`config.mk`:
```
export PLATFORM = sky130hd
export DESIGN_NAME = ifu_pc_gen
export DESIGN_NICKNAME = d
export VERILOG_FILES = /design/src/rtl/ifu_pc_gen_pkg.sv /design/src/rtl/ifu_pc_lane_mask.sv /design/src/rtl/ifu_pc_gen.sv
export SDC_FILE = /design/constraint.sdc
export NUM_CORES = 1
export LEC_CHECK = 0
export CORE_MARGIN = 5
export CORE_UTILIZATION = 30
export DETAILED_ROUTE_END_ITERATION = 10
export RECOVER_POWER = 100
export SLEW_MARGIN = 5
export SYNTH_ARGS = -nofsm -noshare
export SYNTH_HDL_FRONTEND = slang
export SYNTH_HIERARCHICAL = 1
export SYNTH_SLANG_ARGS = --single-unit
```
`constraint.sdc`:
```
create_clock -name clk -period 5.46 [get_ports clk]
set_input_delay 0.819 -clock clk [delete_from_list [all_inputs] [get_ports clk]]
set_output_delay 0.819 -clock clk [all_outputs]
set_load 0.005 [all_outputs]
```
`src/rtl/ifu_pc_gen_pkg.sv`:
```
`default_nettype none
// ============================================================================
// Module : ifu_pc_gen_pkg
// Brief  : Shared types and constants for the IFU program-counter generator.
// Rev    : 1.0  initial release
// ============================================================================
package ifu_pc_gen_pkg;

    typedef enum logic [1:0] {
        BOOT = 2'd0,
        RUN  = 2'd1,
        HALT = 2'd2
    } ifu_pcgen_state_e;

    localparam logic [31:0] c_rst_pc_default = 32'h8000_0000;

    function automatic bit fetch_w_legal(input int fetch_w);
        return (fetch_w == 1) || (fetch_w == 2) || (fetch_w == 4);
    endfunction

    // Width of the slot-offset field inside a fetch group (never below 1 bit).
    function automatic int lane_off_w(input int fetch_w);
        return (fetch_w > 1) ? $clog2(fetch_w) : 1;
    endfunction

endpackage
`default_nettype wire

```
`src/rtl/ifu_pc_lane_mask.sv`:
```
`default_nettype none
// ============================================================================
// Module : ifu_pc_lane_mask
// Brief  : Slot offset within a fetch group -> per-lane instruction valid mask.
// Rev    : 1.0  initial release
// ============================================================================
module ifu_pc_lane_mask
    import ifu_pc_gen_pkg::*;
#(
    parameter int FETCH_W = 1
) (
    input  logic [lane_off_w(FETCH_W)-1:0] pc_offset,
    output logic [FETCH_W-1:0]             lane_mask
);

    localparam int c_off_w = lane_off_w(FETCH_W);

    generate
        if (FETCH_W == 1) begin : g_single
            logic w_unused_offset;
            assign w_unused_offset = pc_offset[0];
            assign lane_mask       = 1'b1;
        end else begin : g_multi
            // Slots below the entry offset belong to the previous group.
            for (genvar i = 0; i < FETCH_W; i++) begin : g_lane
                assign lane_mask[i] = (pc_offset <= c_off_w'(i));
            end
        end
    endgenerate

endmodule
`default_nettype wire

```
`src/rtl/ifu_pc_gen.sv`:
```
`default_nettype none
// ============================================================================
// Module : ifu_pc_gen
// Brief  : Fetch PC generator with trap/branch redirects and boot/run/halt FSM.
// Rev    : 1.0  initial release
// ============================================================================
module ifu_pc_gen
    import ifu_pc_gen_pkg::*;
#(
    parameter int              XLEN    = 32,
    parameter logic [XLEN-1:0] RST_PC  = XLEN'(c_rst_pc_default),
    parameter int              FETCH_W = 1
) (
    input  logic               clk,
    input  logic               rst,
    input  logic               trap_redirect,
    input  logic [XLEN-1:0]    trap_target,
    input  logic               br_redirect,
    input  logic [XLEN-1:0]    br_target,
    input  logic               halt_req,
    input  logic               resume,
    input  logic               pc_ready,
    output logic [XLEN-1:0]    pc,
    output logic               pc_valid,
    output logic [FETCH_W-1:0] lane_mask,
    output logic               pc_fire,
    output logic               misalign_err,
    output logic               halted
);

    localparam int              c_off_w     = lane_off_w(FETCH_W);
    localparam logic [XLEN-1:0] c_grp_bytes = XLEN'(FETCH_W * 4);
    localparam logic [XLEN-1:0] c_grp_mask  = ~(c_grp_bytes - XLEN'(1));

    generate
        if (!fetch_w_legal(FETCH_W)) begin : g_bad_fetch_w
            $error("ifu_pc_gen: FETCH_W must be 1, 2 or 4");
        end
        if (RST_PC[1:0] != 2'b00) begin : g_bad_rst_pc
            $error("ifu_pc_gen: RST_PC must be 4-byte aligned");
        end
    endgenerate

    ifu_pcgen_state_e r_state;
    ifu_pcgen_state_e w_state_next;
    logic [XLEN-1:0]  r_pc;
    logic             r_valid;
    logic             r_halted;
    logic             r_fire;
    logic             r_misalign;

    logic             w_redirect;
    logic [XLEN-1:0]  w_target;
    logic             w_handshake;
    logic [XLEN-1:0]  w_seq_pc;
    logic [XLEN-1:0]  w_pc_next;

    always_comb begin
        w_state_next = r_state;
        case (r_state)
            BOOT:    w_state_next = RUN;
            RUN:     if (halt_req) w_state_next = HALT;
            HALT:    if (resume)   w_state_next = RUN;
            default: w_state_next = BOOT;
        endcase
    end

    // Trap outranks branch; both are honoured in RUN and HALT but not BOOT.
    always_comb begin
        w_redirect = 1'b0;
        w_target   = '0;
        if (r_state != BOOT) begin
            if (trap_redirect) begin
                w_redirect = 1'b1;
                w_target   = trap_target;
            end else if (br_redirect) begin
                w_redirect = 1'b1;
                w_target   = br_target;
            end
        end

        w_handshake = r_valid && pc_ready;
        w_seq_pc    = (r_pc & c_grp_mask) + c_grp_bytes;

        if (w_redirect) begin
            w_pc_next = {w_target[XLEN-1:2], 2'b00};
        end else if (w_handshake) begin
            w_pc_next = w_seq_pc;
        end else begin
            w_pc_next = r_pc;
        end
    end

    always_ff @(posedge clk or negedge rst) begin
        if (!rst) begin
            r_state    <= BOOT;
            r_pc       <= RST_PC;
            r_valid    <= 1'b0;
            r_halted   <= 1'b0;
            r_fire     <= 1'b0;
            r_misalign <= 1'b0;
        end else begin
            r_state    <= w_state_next;
            r_pc       <= w_pc_next;
            r_valid    <= (w_state_next == RUN);
            r_halted   <= (w_state_next == HALT);
            r_fire     <= w_handshake;
            r_misalign <= w_redirect && (w_target[1:0] != 2'b00);
        end
    end

    ifu_pc_lane_mask #(
        .FETCH_W (FETCH_W)
    ) u_lane_mask (
        .pc_offset (r_pc[c_off_w+1:2]),
        .lane_mask (lane_mask)
    );

    assign pc           = r_pc;
    assign pc_valid     = r_valid;
    assign halted       = r_halted;
    assign pc_fire      = r_fire;
    assign misalign_err = r_misalign;

endmodule
`default_nettype wire

```
== Word level (Yosys, flattened, before mapping) ==
Index checks and enable logic that the tools add are counted.

* Flip-flop bits (word level): 38
* Input port bits: 71
* Output and inout port bits: 37

* Add/subtract/negate cells: 1
* Eq/ne operators: 4
* Mux-type cells: 11
* Reduce and logical (&&, ||, !) cells: 6

{| class="wikitable"
|+ Operators by type and width
! cell !! number
|-
| $mux 32 || 5
|-
| $add 32x3->32 const B || 1
|-
| $pmux 2 s3 || 1
|-
| $reduce_bool 2->1 || 3
|-
| $eq 2x1->1 const B || 2
|-
| $eq 2x2->1 const B || 2
|-
| $mux 2 || 2
|-
| $mux 1 || 3
|-
| $logic_and 1x1->1 || 2
|-
| $logic_not 2->1 || 1
|}

== Longest topological paths before layout ==
Gate-level depths: netlist (run 1).

* Depth after elaboration: 5
* Mapped depth: 7
* Depth with buffers taken out: 5

== Cells and area by module ==
The synthesis (run 1) kept the hierarchy.

{| class="wikitable"
|+ Modules (own cells, without submodules)
! module !! instances !! cells each !! area an instance (um2)
|-
| ifu_pc_gen || 1 || 250 || 2255.9
|-
| ifu_pc_lane_mask || 1 || 2 || 11.3
|}

== Worst setup path before layout (run 1) ==
OpenSTA, ideal clock, no wires.

* Kind: in2reg
* Start point: in pc_ready
* End point: reg r_pc[18] (netlist: pc[18])
* Data arrival time: 2.023 ns
* Path slack: 3.355 ns
* Cell stages on the path: 6
* Buffers on the path: 2
* Path through: and3_1 clkbuf_1 nand3_1 clkbuf_1 or4_1 a31oi_1

* Word-level cells in the longest chain between the ends: 2

{| class="wikitable"
|+ Ends and longest elaborated chain
! what !! RTL line !! text
|-
| from (decl) || ifu_pc_gen.sv:22 || <nowiki>input logic pc_ready,</nowiki>
|-
| $logic_and 1x1->1 || ifu_pc_gen.sv:82 || <nowiki>w_handshake = r_valid && pc_ready;</nowiki>
|-
| $reduce_bool 2->1 (no source line) || - ||
|-
| to (signal assigned) || ifu_pc_gen.sv:104 || <nowiki>r_pc <= w_pc_next;</nowiki>
|-
| to (decl) || ifu_pc_gen.sv:46 || <nowiki>logic [XLEN-1:0] r_pc;</nowiki>
|}

No other way between the ends.
A chain may end at the register's enable or synchronous reset.

== Worst setup path after layout (run 1) ==
* Start point: in trap_redirect
* End point: reg r_pc[26] (netlist: pc[26])

* Word-level cells in the longest chain between the ends: 3
* Elaborated cells between the ends (all ways): 6

{| class="wikitable"
|+ Ends and longest elaborated chain
! what !! RTL line !! text
|-
| from (decl) || ifu_pc_gen.sv:16 || <nowiki>input logic trap_redirect,</nowiki>
|-
| $mux 32 / $mux 1 (equally long branches) || ifu_pc_gen.sv:73 || <nowiki>if (trap_redirect) begin</nowiki>
|-
| $mux 32 / $mux 1 (equally long branches) || ifu_pc_gen.sv:72 || <nowiki>if (r_state != BOOT) begin</nowiki>
|-
| $mux 32 / $reduce_bool 2->1 (equally long branches) || - ||
|}

Parallel ways exist; a longest one is shown, timed or not.

==> results.md, run 1 <==
* Remaining Overflow, GRT at 0
* Flop2flop setup slack at 3.31 ns
* Vias/cell at 5.42
* Combinational family with the most area after synthesis: compound AO/OA/AOI/OAI gates
* Synth top area cells: dfrtp_1, a221oi_1, or4_1
* Reg clk slew, reported paths at 0.08 ns
* Most common cell after layout, fill and taps aside: clkdlybuf4s50_1
* Number of global-route vias before repair at 2,469
* Min Tclk post-route at 3.88 ns
* Synth Area in XOR/XNOR at between 4 and 5%
* H-Tree Level Count at 2
* Die H at 96.9 microns
* DRC Markers at 0
* CP Capture Type: flip-flop
* PD cells at 468 nW/um^2
* Simple-gate share of the synthesized area at 22.7%
* Max Freq at 258 MHz
* Clock Skews at 0.00755 ns
* Post-synth EDFFs at 0
* Gr busiest metal: met2
* IO Count at 108
* Final cell count without fillers at 446
* Critical Path Fanout Max at 36
* Met2 usage at 27.8%
* Status: complete, but fails checks
* Setup Fix Bufs, Post-CTS at 0
* CP required at 5.63 ns
* Final hold viol count at 0
* Final #Nets at 418
* # clock sinks at 36
* IO buf count at 104
* Clock Tree Buf Depth at 2
* Post_cts resized at 0
* DR pass1 iterations at 4
* TritonCTS clock tree: built
* Inserted Diodes at 0
* Pleak at 1.29 nW
* Kind of critical path: in2reg
* Worst Hold Launch: pc[31]
* DRT antenna net count at 0
* Critical path origin: trap_redirect
* Synth Warn # at 6
* Row count at 31
* WL/cell at between 15 and 20 microns
* Relative slew margins at -38.1%
* Yosys top cell by area: dfrtp_1
* Setup Viol. Count Final at 0
* Fin crit share at 71.0%
* Average cell area after synthesis at around 9.0 sq um
* Yosys reg bits at 36
* Die area at roughly 9400 sq um
* Core Box Area at approximately 7300 sq um
* Final WS setup at 1.58 ns
* Post-CTS Hold Fix Bufs at 0
* Hold WC Path Type: reg2reg
* Fillers at about 720
* Synthesized instance count at 252
* Largest net degree at the start of global routing at 47
* Power after layout at approximately 1.6 mW
* R2r startpoint: pc[2]
* Violated checks: max-capacitance violations, max-slew violations
* Total track usage at 16.0%
* TritonCTS buffer count at 5
* Critical Path Start Type: input port
* Complex-gate fraction of the synthesized area at 25.9%
* Setup TNS at 0 ns
* Pre-CTS setup slack at 2.42 ns
* Clk Latency, worst-skew pair at 0.29 ns
* Die W at 96.9 microns
* Vias at 2,417
* Share of the yosys chip area belonging to registers at between 30% and 40%
* Met3 global-route usage at 3.31%
* Placer Congestion at 0.781
* Peak VDD IR at 0.000191 V
* Synth-to-layout area growth at 55.5%
* First-pass GRT wire length at approximately 13 mm
* DP HPWL at 5.63 mm
* Post-Synthesis Cell Area at 2270 sq um
* Initial antenna violation count at 0
* Clk root buf: clkbuf_8
* Top FF cell, synth: dfrtp_1
* Worst slew pin tran at 2.07 ns
* Fraction of layout instances using a drive strength above 1 at a little under 5%
* Initial Utilization at 31.1%
* RSZ-0062 raised after global routing: false
* Leading cell types in the layout, fill and taps excluded: clkdlybuf4s50_1, dlygate4sd3_1, dfrtp_1, a221oi_1
* Synth top area share at 38.6%
* Dpl cells at 438
* Total Wirelength at around 7.6 mm
* Worst path arrival time at 4.05 ns
* Mux cell area share after synthesis at 0.442%
* Pins Over Slew Limit at 74
* Routing usage on met1 at 20.2%
* Yosys cell types at between 40 and 50
* Max-cap violation count at 2
* Async set-reset flop share out of synthesis at 100%
* Post-synthesis adder-cell area fraction at less than 1%
* Drt first-iter violations at 102
==> path summary, 6_finish.rpt <==
kind / to / depth (start not counted)
max: pc[26] / 7
min: pc[31] / 2
max reg2reg: pc[28] / 5
min reg2reg: pc[31] / 2
max in group asynchronous: pc[30] / 1
min in group asynchronous: pc[12] / 1
==> final cells by class <==
type / count / area (sq um) / area share [%]
Multi-Input combinational cell: 188 / 1260 / 35.7
Timing Repair Buffer: 107 / 1050 / 29.9
Sequential cell: 36 / 902 / 25.6
Tap cell: 99 / 124 / 3.51
Clock inverter: 3 / 90.1 / 2.56
Clock buffer: 5 / 68.8 / 1.95
Inverter: 8 / 30.0 / 0.852
==> cells in the mapped netlist (2+ instances only) <==
cell type,count
nand3_1,15
nor2_1,5
o31ai_1,7
nor3_1,2
nand4_1,10
and2_1,3
xnor2_1,5
buf_4,3
a22o_1,2
a22oi_1,3
buf_1,2
a211oi_1,2
a21oi_1,15
and4_1,2
clkbuf_1,15
dfrtp_1,35
o22ai_1,4
o21ai_0,7
or3_1,6
nor4_1,5
inv_1,8
and3_1,5
nor2b_1,3
or4_1,11
xor2_1,7
nand2_1,15
conb_1,2
a31oi_1,13
a221oi_1,24
==> report_power, final <==
part / switching (mW) / internal [mW] / leakage, nW
sequential: 0.178 / 0.403 / 0.420
clock: 0.104 / 0.229 / 0.0784
combinational: 0.342 / 0.393 / 0.789
total: 0.624 / 1.03 / 1.29
==> cell families after synthesis <==
group | Yosys count
buf+inv | 29
flops | 36
compound gates | 83
simple gates | 88
mux | 1
fa+ha+maj | 1
xor+xnor | 12
other cells | 2
==> metrics by stage <==
stage | cell area [sq um] | hold slack [ns] | util, %
floorplan | 2270 | 0.490 | -
global placement | 3370 | 0.512 | 46.2
detailed placement | 3370 | 0.500 | 46.2
CTS | 3530 | 0.516 | 48.4
global route | 3530 | 0.555 | 48.4
finish | 3530 | 0.514 | 48.4
==> registers in the layout, indices dropped and copies added, names as in the netlist <==
signal and count:
pc_fire 1, r_state 2, pc 30, halted 1, misalign_err 1, pc_valid 1
==> worst max-delay path: stages <==
cell and delay, ns:
dlygate4sd3_1 0.52, clkbuf_1 1.23, nor2b_2 0.41, buf_4 0.35, a22oi_1 0.16, o22ai_1 0.10, or3b_2 0.46
==> per-layer routing <==
metal / vias up / share of wire [%]
li1: 1192 / -
met1: 1153 / 44
met2: 67 / 50
met3: 5 / 4.9
met4: 0 / 1.0
met5: - / 0
Note: power is estimated with default switching activity, not from simulation.
==> run 2, diff against run 1 <==
- clock period: 5.46 -> 3.3 ns (I/O delays scaled with it)
==> results.md, run 2 (same netlist as run 1, synthesis figures left out) <==
* Status: complete, but fails checks
* Violated checks: max-capacitance violations, max-slew violations
* CP required at 3.50 ns (-2.13 ns)
* Drt first-iter violations at 125 (+23%)
* Die H at 96.9 microns (unchanged)
* Setup TNS at 0 ns (unchanged)
* Clock Tree Buf Depth at 2 (unchanged)
* Most common cell after layout, fill and taps aside: clkdlybuf4s50_1
* Final hold viol count at 0 (unchanged)
* DR pass1 iterations at 4 (unchanged)
* Final #Nets at 421 (+0.72%)
* Worst slew pin tran at 2.00 ns (-0.0769 ns)
* TritonCTS buffer count at 5 (unchanged)
* Die W at 96.9 microns (unchanged)
* WL/cell at 17.0 microns (-0.90%)
* First-pass GRT wire length at 12.6 mm (-0.16%)
* Initial Utilization at 31.1% (unchanged)
* Clk root buf: clkbuf_8
* Total Wirelength at 7.61 mm (-0.24%)
* Leading cell types in the layout, fill and taps excluded: clkdlybuf4s50_1, dlygate4sd3_1, dfrtp_1, a221oi_1
* Row count at 31 (unchanged)
* Final Cell Area at 3500 sq um (-0.82%)
* Critical Path Start Type: input port
* TritonCTS clock tree: built
* Kind of critical path: in2reg
* Critical Path Fanout Max at 32 (-11%)
* Remaining Overflow, GRT at 0 (unchanged)
* Vias at 2,429 (+0.50%)
* DRC Markers at 0 (unchanged)
* Largest net degree at the start of global routing at 37 (-21%)
* Placer Congestion at 0.786 (+0.70%)
* Clk Latency, worst-skew pair at 0.29 ns (about the same)
* Hold WC Path Type: reg2reg
* Clock Skews at 0.00928 ns (+0.00172 ns)
* Die area at 9400 sq um (unchanged)
* Max-cap violation count at 1 (-1)
* Fillers at 741 (+2.8%)
* PD cells at 739 nW/um^2 (+58%)
* Post_cts resized at 0 (unchanged)
* Fin crit share at between 80% and 90%
* RSZ-0062 raised after global routing: false
* Pleak at 1.28 nW (-0.63%)
* Worst path arrival time at 2.89 ns (-1.16 ns)
* H-Tree Level Count at 2 (unchanged)
* Largest register FFs at 30 (unchanged)
* IO buf count at 104 (unchanged)
* IO Count at 108 (unchanged)
* FF+latch area at 902 sq um (unchanged)
* DP HPWL at 5.74 mm (+2.0%)
* Initial antenna violation count at 0 (unchanged)
* # clock sinks at 36 (unchanged)
* Number of global-route vias before repair at 2,435 (-1.4%)
* Reg clk slew, reported paths at 0.07 ns (about the same)
* Min Tclk post-route at ~2.7 ns
* Multi-input gate area at 1260 sq um (unchanged)
* Max Freq at 372 MHz
* Vias/cell at 5.41 (-0.17%)
* DRT antenna net count at 0 (unchanged)
* Fraction of layout instances using a drive strength above 1 at 5.43% (+0.53 points)
* Relative slew margins at -33.0% (+5.1 points)
* Peak VDD IR at 0.000324 V (+69%)
* Post-CTS Hold Fix Bufs at 0 (unchanged)
* Total track usage at 16.0% (-0.025 points)
* Core Box Area at 7290 sq um (unchanged)
* Pins Over Slew Limit at 37 (-50%)
* Setup Fix Bufs, Post-CTS at 0 (unchanged)
* Synth-to-layout area growth at 54.2%
* Post-place instance area at 3390 sq um (+0.67%)
* Setup Viol. Count Final at 0 (unchanged)
* Inserted Diodes at 0 (unchanged)
* CP Capture Type: flip-flop
## run 2: routing by layer
layer	vias up	part of all wire (%)	track usage [%]
li1	1190	-	-
met1	1171	45	21.1
met2	64	49	26.5
met3	4	4.5	3.81
met4	0	0.66	3.13
met5	-	0	0
## run 2: cell type report
type                       count  area share, %
multi-input combinational    188           36.0
tap                           99           3.54
timing repair buffer         110           30.8
clock inverter                 2           1.00
clock buffer                   6           2.08
sequential                    36           25.8
inverter                       8          0.859
## run 2: final timing paths
path                                from  slack [ns]  cells past startpoint  endpoint
max in group asynchronous            rst        1.39                      1    pc[25]
hold / removal                    pc[31]        0.53                      2    pc[31]
min in group asynchronous            rst        0.76                      1     pc[5]
setup / recovery           trap_redirect        0.61                      5    pc[29]
setup reg to reg              r_state[0]        1.06                      4    pc[29]
hold reg to reg                   pc[31]        0.53                      2    pc[31]
## run 2: metrics by stage
| stage | utilization (%) | power (mW) | worst slack [ns] | instances | hold slack, ns |
|---|---|---|---|---|---|
| 2_1_floorplan | - | 1.55 | 1.41 | 253 | 0.199 |
| 6_report | 48.0 | 2.58 | 0.613 | 449 | 0.529 |
| 3_5_place_dp | 46.6 | 2.29 | 0.620 | 441 | 0.514 |
| 3_3_place_gp | 46.6 | 2.27 | 0.663 | 441 | 0.520 |
| 4_1_cts | 48.0 | 2.70 | 0.923 | 449 | 0.328 |
| 5_1_grt | 48.0 | 2.80 | 0.423 | 449 | 0.586 |
## run 2: critical path, cell delays in order
cell and delay, ns:
dlygate4sd3_1 0.72, o22ai_4 0.27, clkbuf_1 1.04, a211oi_1 0.15, a31oi_1 0.20
## run 2: power by group
part	total (mW)	leakage [nW]	internal, mW	switching [mW]
clock	0.393	0.0552	0.225	0.169
sequential	0.966	0.420	0.667	0.299
combinational	1.22	0.804	0.658	0.567
total	2.58	1.28	1.55	1.03
==> edit 1, RTL diff (flow settings as in run 2) <==
Re-encode `ifu_pcgen_state_e` (3 states) as one-hot, 3 bits wide.
--- a/src/rtl/ifu_pc_gen_pkg.sv
+++ b/src/rtl/ifu_pc_gen_pkg.sv
@@ -6,10 +6,10 @@
 // ============================================================================
 package ifu_pc_gen_pkg;
 
-    typedef enum logic [1:0] {
-        BOOT = 2'd0,
-        RUN  = 2'd1,
-        HALT = 2'd2
+    typedef enum logic [2:0] {
+        BOOT = 3'b001,
+        RUN  = 3'b010,
+        HALT = 3'b100
     } ifu_pcgen_state_e;
 
     localparam logic [31:0] c_rst_pc_default = 32'h8000_0000;
Formal check against the unedited RTL: same outputs for any inputs over 10 cycles, from zero or initial values and one cycle with rst low; not proved beyond that.
==> edit 1 against run 2 <==
Core utilization decreased by 0.80 points. Setup slack got worse by 0.067 ns. Critical path type is now register to register. Cell area decreased by 1.1%. Clock skew decreased by 0.00088 ns. Die area increased by 0.50%. Total power decreased by 5.4%. Wire length decreased by 2.6%. The run still ends with capacitance limit, slew limit left. Fmax decreased by 2.4%. Area after synthesis increased by 0.55%. Clock power decreased by 22%. Worst hold slack got worse by 0.0084 ns. Synthesized cell count decreased by 4.0%. Count of clock-buffer cells in the layout increased by 2. Sequential cell count increased by 1.
==> edit 1: results (changes against run 2) <==
| Metric | Value |
|---|---|
| Status | finished, violations left |
| Failing checks | capacitance limit, slew limit |
| Main synth FF type | dfrtp_1 |
| DP HPWL | 5500 um (-4.2%) |
| H-Tree Level Count | 2 (unchanged) |
| FILL cells | 709 (-4.3%) |
| Vias in the first global route | 2,297 (-5.7%) |
| Initial antenna violation count | 0 (unchanged) |
| Clk root buf | clkbuf_8 |
| Max Cap Viol | 1 (unchanged) |
| Peak VDD IR | 0.341 mV (+5.2%) |
| Layout Nets | 408 (-3.1%) |
| Vias | 2,371 (-2.4%) |
| TritonCTS buffer count | 5 (unchanged) |
| DRT iter0 DRCs | 102 (-18%) |
| Warnings from Yosys | 6 (unchanged) |
| Clock Latency Late Sink | 0.29 ns (about the same) |
| Static Leak | 1.24 nW (-3.1%) |
| Drt first pass iters | 4 (unchanged) |
| N_diodes | 0 (unchanged) |
| Synth async-reset ratio | 100% (unchanged) |
| Clock-pin slew of the registers on the worst-case setup and hold paths | 0.08 ns |
| Synth cell count leaders | dfrtp_1, a221oi_1, clkbuf_1 |
| PortBufs | 104 (unchanged) |
| Overall routing resource usage | 15.2% (-0.76 points) |
| Pin count of the biggest net entering global routing | 54 (+46%) |
| Layout cell share with drive strength beyond 1 | 5.93% (+0.51 points) |
| Critical Path Fanout Max | 53 (+66%) |
| Wire per inst | 17.0 um (+0.32%) |
| Final Slew Violations | 38 (+2.7%) |
| Postcts setup bufs | 0 (unchanged) |
| Tightest Pin Transition | 2.05 ns (+0.0577 ns) |
| Max reg flops | 30 (unchanged) |
| Top area cells in the synthesized netlist | dfrtp_1, a221oi_1, a31oi_1, or4_1, o31ai_1 |
| Post-CTS Resized | 0 (unchanged) |
| Placed insts | 428 (-2.9%) |
| Skew final | 0.00839 ns (-0.000883 ns) |
| Syn Inst Count | 242 (-4.0%) |
| First-pass GRT wire length | 11,800 um (-6.0%) |
| Post-synthesis sequential area ratio | 40.7% (+0.93 points) |
| Synth unique cells | 45 (unchanged) |
| Hold/Removal Path Class | register to register |
| Max Buffers Root-to-Sink | 2 (unchanged) |
| Routability Congestion | 0.750 (-4.6%) |
| Final std cells w/o fill | 436 (-2.9%) |
==> edit 1: layout make-up <==
class                   count  area [sq um]  share of cell area (%)
repair buffers            109          1070                    30.9
inverters                   4          15.0                   0.434
well taps                  99           124                    3.58
multi-input cells         179          1240                    35.9
flip-flops and latches     37           928                    26.9
clock buffers               8          80.1                    2.32
==> edit 1: kinds of logic (layout without fill, tap and decap cells) <==
kind of cell	Yosys count	in the layout	share of synthesized area [%]
adders and majority gates	1	1	0.549
buffers and inverters	27	121	5.38
muxes	5	5	2.25
DFF	37	37	40.7
xor gates and xnor gates	11	11	4.23
other	2	3	0.329
and+or+nand+nor	74	74	20.4
AOI/OAI and AO/OA	85	85	26.2
==> edit 1: report_power, final <==
group	internal [W]	switching (W)	leakage, nW
combinational	0.000639	0.000508	0.763
clock	0.000150	0.000158	0.0395
sequential	0.000687	0.000304	0.436
==> edit 1: critical path: stages (launching register included) <==
cell and delay, ns:
dfstp_1 0.65, or3b_2 0.52, o21ai_4 0.16, clkbuf_2 0.86
mux2_2 0.42, nand3_1 0.08
==> edit 1: path summary, 6_finish.rpt <==
check	startpoint	to	slack, ns	cells past startpoint
max in group asynchronous	rst	misalign_err	1.33	1
worst max-delay path	r_state[0]	pc[26]	0.55	5
worst min-delay path	pc[31]	pc[31]	0.52	2
worst min register to register	pc[31]	pc[31]	0.52	2
worst max register to register	r_state[0]	pc[26]	0.55	5
min in group asynchronous	rst	pc[29]	0.78	1
==> edit 1: layer usage <==
metal,GRT usage (%),share of wire (%),vias to the layer above
li1,-,-,1158
met1,18.6,45,1157
met2,27.4,51,52
met3,3.37,3.7,4
met4,2.92,0.59,0
met5,0,0,-
==> edit 1: stage by stage <==
stage / setup slack [ns] / util (%) / area, sq um / hold WS (ns) / power (W)
finish: 0.546 / 47.2 / 3460 / 0.521 / 0.00245
global route: 0.402 / 47.2 / 3460 / 0.562 / 0.00265
CTS: 0.884 / 47.5 / 3480 / 0.354 / 0.00259
detailed placement: 0.575 / 46.4 / 3400 / 0.517 / 0.00227
global placement: 0.620 / 46.4 / 3400 / 0.501 / 0.00224
floorplan: 1.26 / - / 2280 / 0.199 / 0.00154
==> edit 2, RTL diff (settings of run 2) <==
Without the edit above. Change the parameter `XLEN` from 32 to 48.
--- a/src/rtl/ifu_pc_gen.sv
+++ b/src/rtl/ifu_pc_gen.sv
@@ -7,7 +7,7 @@
 module ifu_pc_gen
     import ifu_pc_gen_pkg::*;
 #(
-    parameter int              XLEN    = 32,
+    parameter int              XLEN    = 48,
     parameter logic [XLEN-1:0] RST_PC  = XLEN'(c_rst_pc_default),
     parameter int              FETCH_W = 1
 ) (
Ports: changed (resized br_target, pc and trap_target); port bits go from 108 to 156. No check against the original RTL was run, so the function may have changed too.
==> edit 2 against run 2 <==
The flow still finishes with violations (capacitance limit, slew limit). Setup slack better by 0.22 ns. Area after synthesis up 42%. Cell area up 42%. Wire length up 44%. Combinational power up 39%. Sequential cell count up 16. Total power up 36%. Core utilization down 0.25 points.
==> edit 2: results (changes against run 2) <==
| Metric | Value |
|---|---|
| FILL cells | 998 (+35%) |
| Relative slew slack | -14.6% (+18 points) |
| Post-synthesis sequential area ratio | 40.3% (+0.56 points) |
| TritonCTS buffer count | 5 (unchanged) |
| Top area cells in the synthesized netlist | dfrtp_1, a221oi_1, xor2_1, a21oi_1, xnor2_1 |
| Hold Slack | 0.583 ns (+0.0540 ns) |
| Worst Reg-to-Reg Cells | 5 (+1) |
| Warnings from Yosys | 6 (unchanged) |
| Wire per inst | 17.7 um (+4.4%) |
| Synth async-reset ratio | 100% (unchanged) |
| Max Cap Viol | 1 (unchanged) |
| First-pass GRT wire length | 18,000 um (+43%) |
| Drt first pass iters | 4 (unchanged) |
| H-Tree Level Count | 2 (unchanged) |
| Skew final | 0.00513 ns (-0.00415 ns) |
| CP arrival | 2.72 ns (-0.17 ns) |
| Drt total wl | 10,900 um (+44%) |
| Final Slew Violations | 33 (-11%) |
| Placed insts | 610 (+38%) |
| DP HPWL | 8390 um (+46%) |
| Layout Nets | 585 (+39%) |
| Synth unique cells | 39 (-13%) |
| Critical Path Fanout Max | 18 (-44%) |
| Post-CTS Resized | 0 (unchanged) |
| Pin count of the biggest net entering global routing | 96 (+160%) |
| Reg2reg start | pc[20] |
| Overall routing resource usage | 17.1% (+1.1 points) |
| Pre-CTS WS | 0.597 ns (-0.0230 ns) |
| Crit path from | br_redirect |
| Setup crit end | pc[45] |
| Static Leak | 1.81 nW (+41%) |
| Status | finished, violations left |
| R2R Setup Slk | 0.95 ns (-0.11 ns) |
| Vias in the first global route | 3,512 (+44%) |
| Syn Area/Cell | 9.44 sq um (+4.9%) |
| Layout cell share with drive strength beyond 1 | 4.77% (-0.66 points) |
| Synth cell count leaders | dfrtp_1, a221oi_1, a21oi_1 |
| Max reg flops | 46 (+53%) |
| Routability Congestion | 0.808 (+2.8%) |
| PortBufs | 152 (+46%) |
| Slowest cell on the critical path | nor2b_1 |
| Biggest cell delay along the critical path | 0.85 ns (-0.19 ns) |
| Clock-pin slew of the registers on the worst-case setup and hold paths | 0.09 ns (+0.02 ns) |
| Failing checks | capacitance limit, slew limit |
| Clk root buf | clkbuf_8 |
| Postcts setup bufs | 0 (unchanged) |
| Initial antenna violation count | 0 (unchanged) |
| Final Cycle Share | 74.8% (-6.6 points) |
| DRT iter0 DRCs | 178 (+42%) |
| Peak VDD IR | 0.388 mV (+20%) |
| Worst R2R End | pc[46] |
| Vias | 3,337 (+37%) |
==> edit 2: cell type report <==
type,count,area share [%]
multi-input combinational,258,36.3
timing repair buffer,159,31.7
inverter,5,0.378
tap,136,3.42
clock buffer,8,2.01
sequential,52,26.2
==> edit 2: power by group <==
group,internal [W],switching [W]
combinational,0.000918,0.000778
clock,0.000192,0.000212
sequential,0.000960,0.000466
==> edit 2: worst min-delay path by stage <==
stage               startpoint  slack (ns)         end  cells after the start
floorplan                  rst        0.20      halted                      0
global placement    r_state[1]        0.56  r_state[1]                      1
detailed placement      pc[45]        0.56      pc[45]                      2
CTS                        rst        0.25      pc[20]                      1
global route        r_state[1]        0.61      halted                      1
finish              r_state[1]        0.58  r_state[1]                      1
==> edit 2: critical path, delay by kind of cell <==
| kind | cells | cell delay (ns) |
|---|---|---|
| compound gates | 2 | 0.15 |
| buf+inv | 2 | 0.98 |
| simple gates | 3 | 1.07 |
==> edit 2: metrics by stage <==
step / utilization [%] / cell area [sq um] / power (W)
finish: 47.7 / 4970 / 0.00353
global route: 47.7 / 4970 / 0.00384
CTS: 47.8 / 4980 / 0.00371
detailed placement: 46.9 / 4880 / 0.00329
global placement: 46.9 / 4880 / 0.00327
floorplan: - / 3230 / 0.00220
==> edit 2: logic make-up after synthesis <==
family                     count (synthesis)  share of synthesized area (%)
AOI/OAI and AO/OA                        107                           23.1
xor gates and xnor gates                  35                           9.50
adders and majority gates                  1                          0.388
buffers and inverters                     33                           4.22
DFF                                       52                           40.3
other                                      2                          0.233
and+or+nand+nor                          112                           22.2
==> edit 2: metal layers <==
layer	part of all wire [%]	GRT usage (%)	up-vias
met1	44	23.2	1573
met2	45	26.7	136
met3	9.8	5.52	10
li1	-	-	1618
met4	1.1	3.53	0
met5	0	0	-
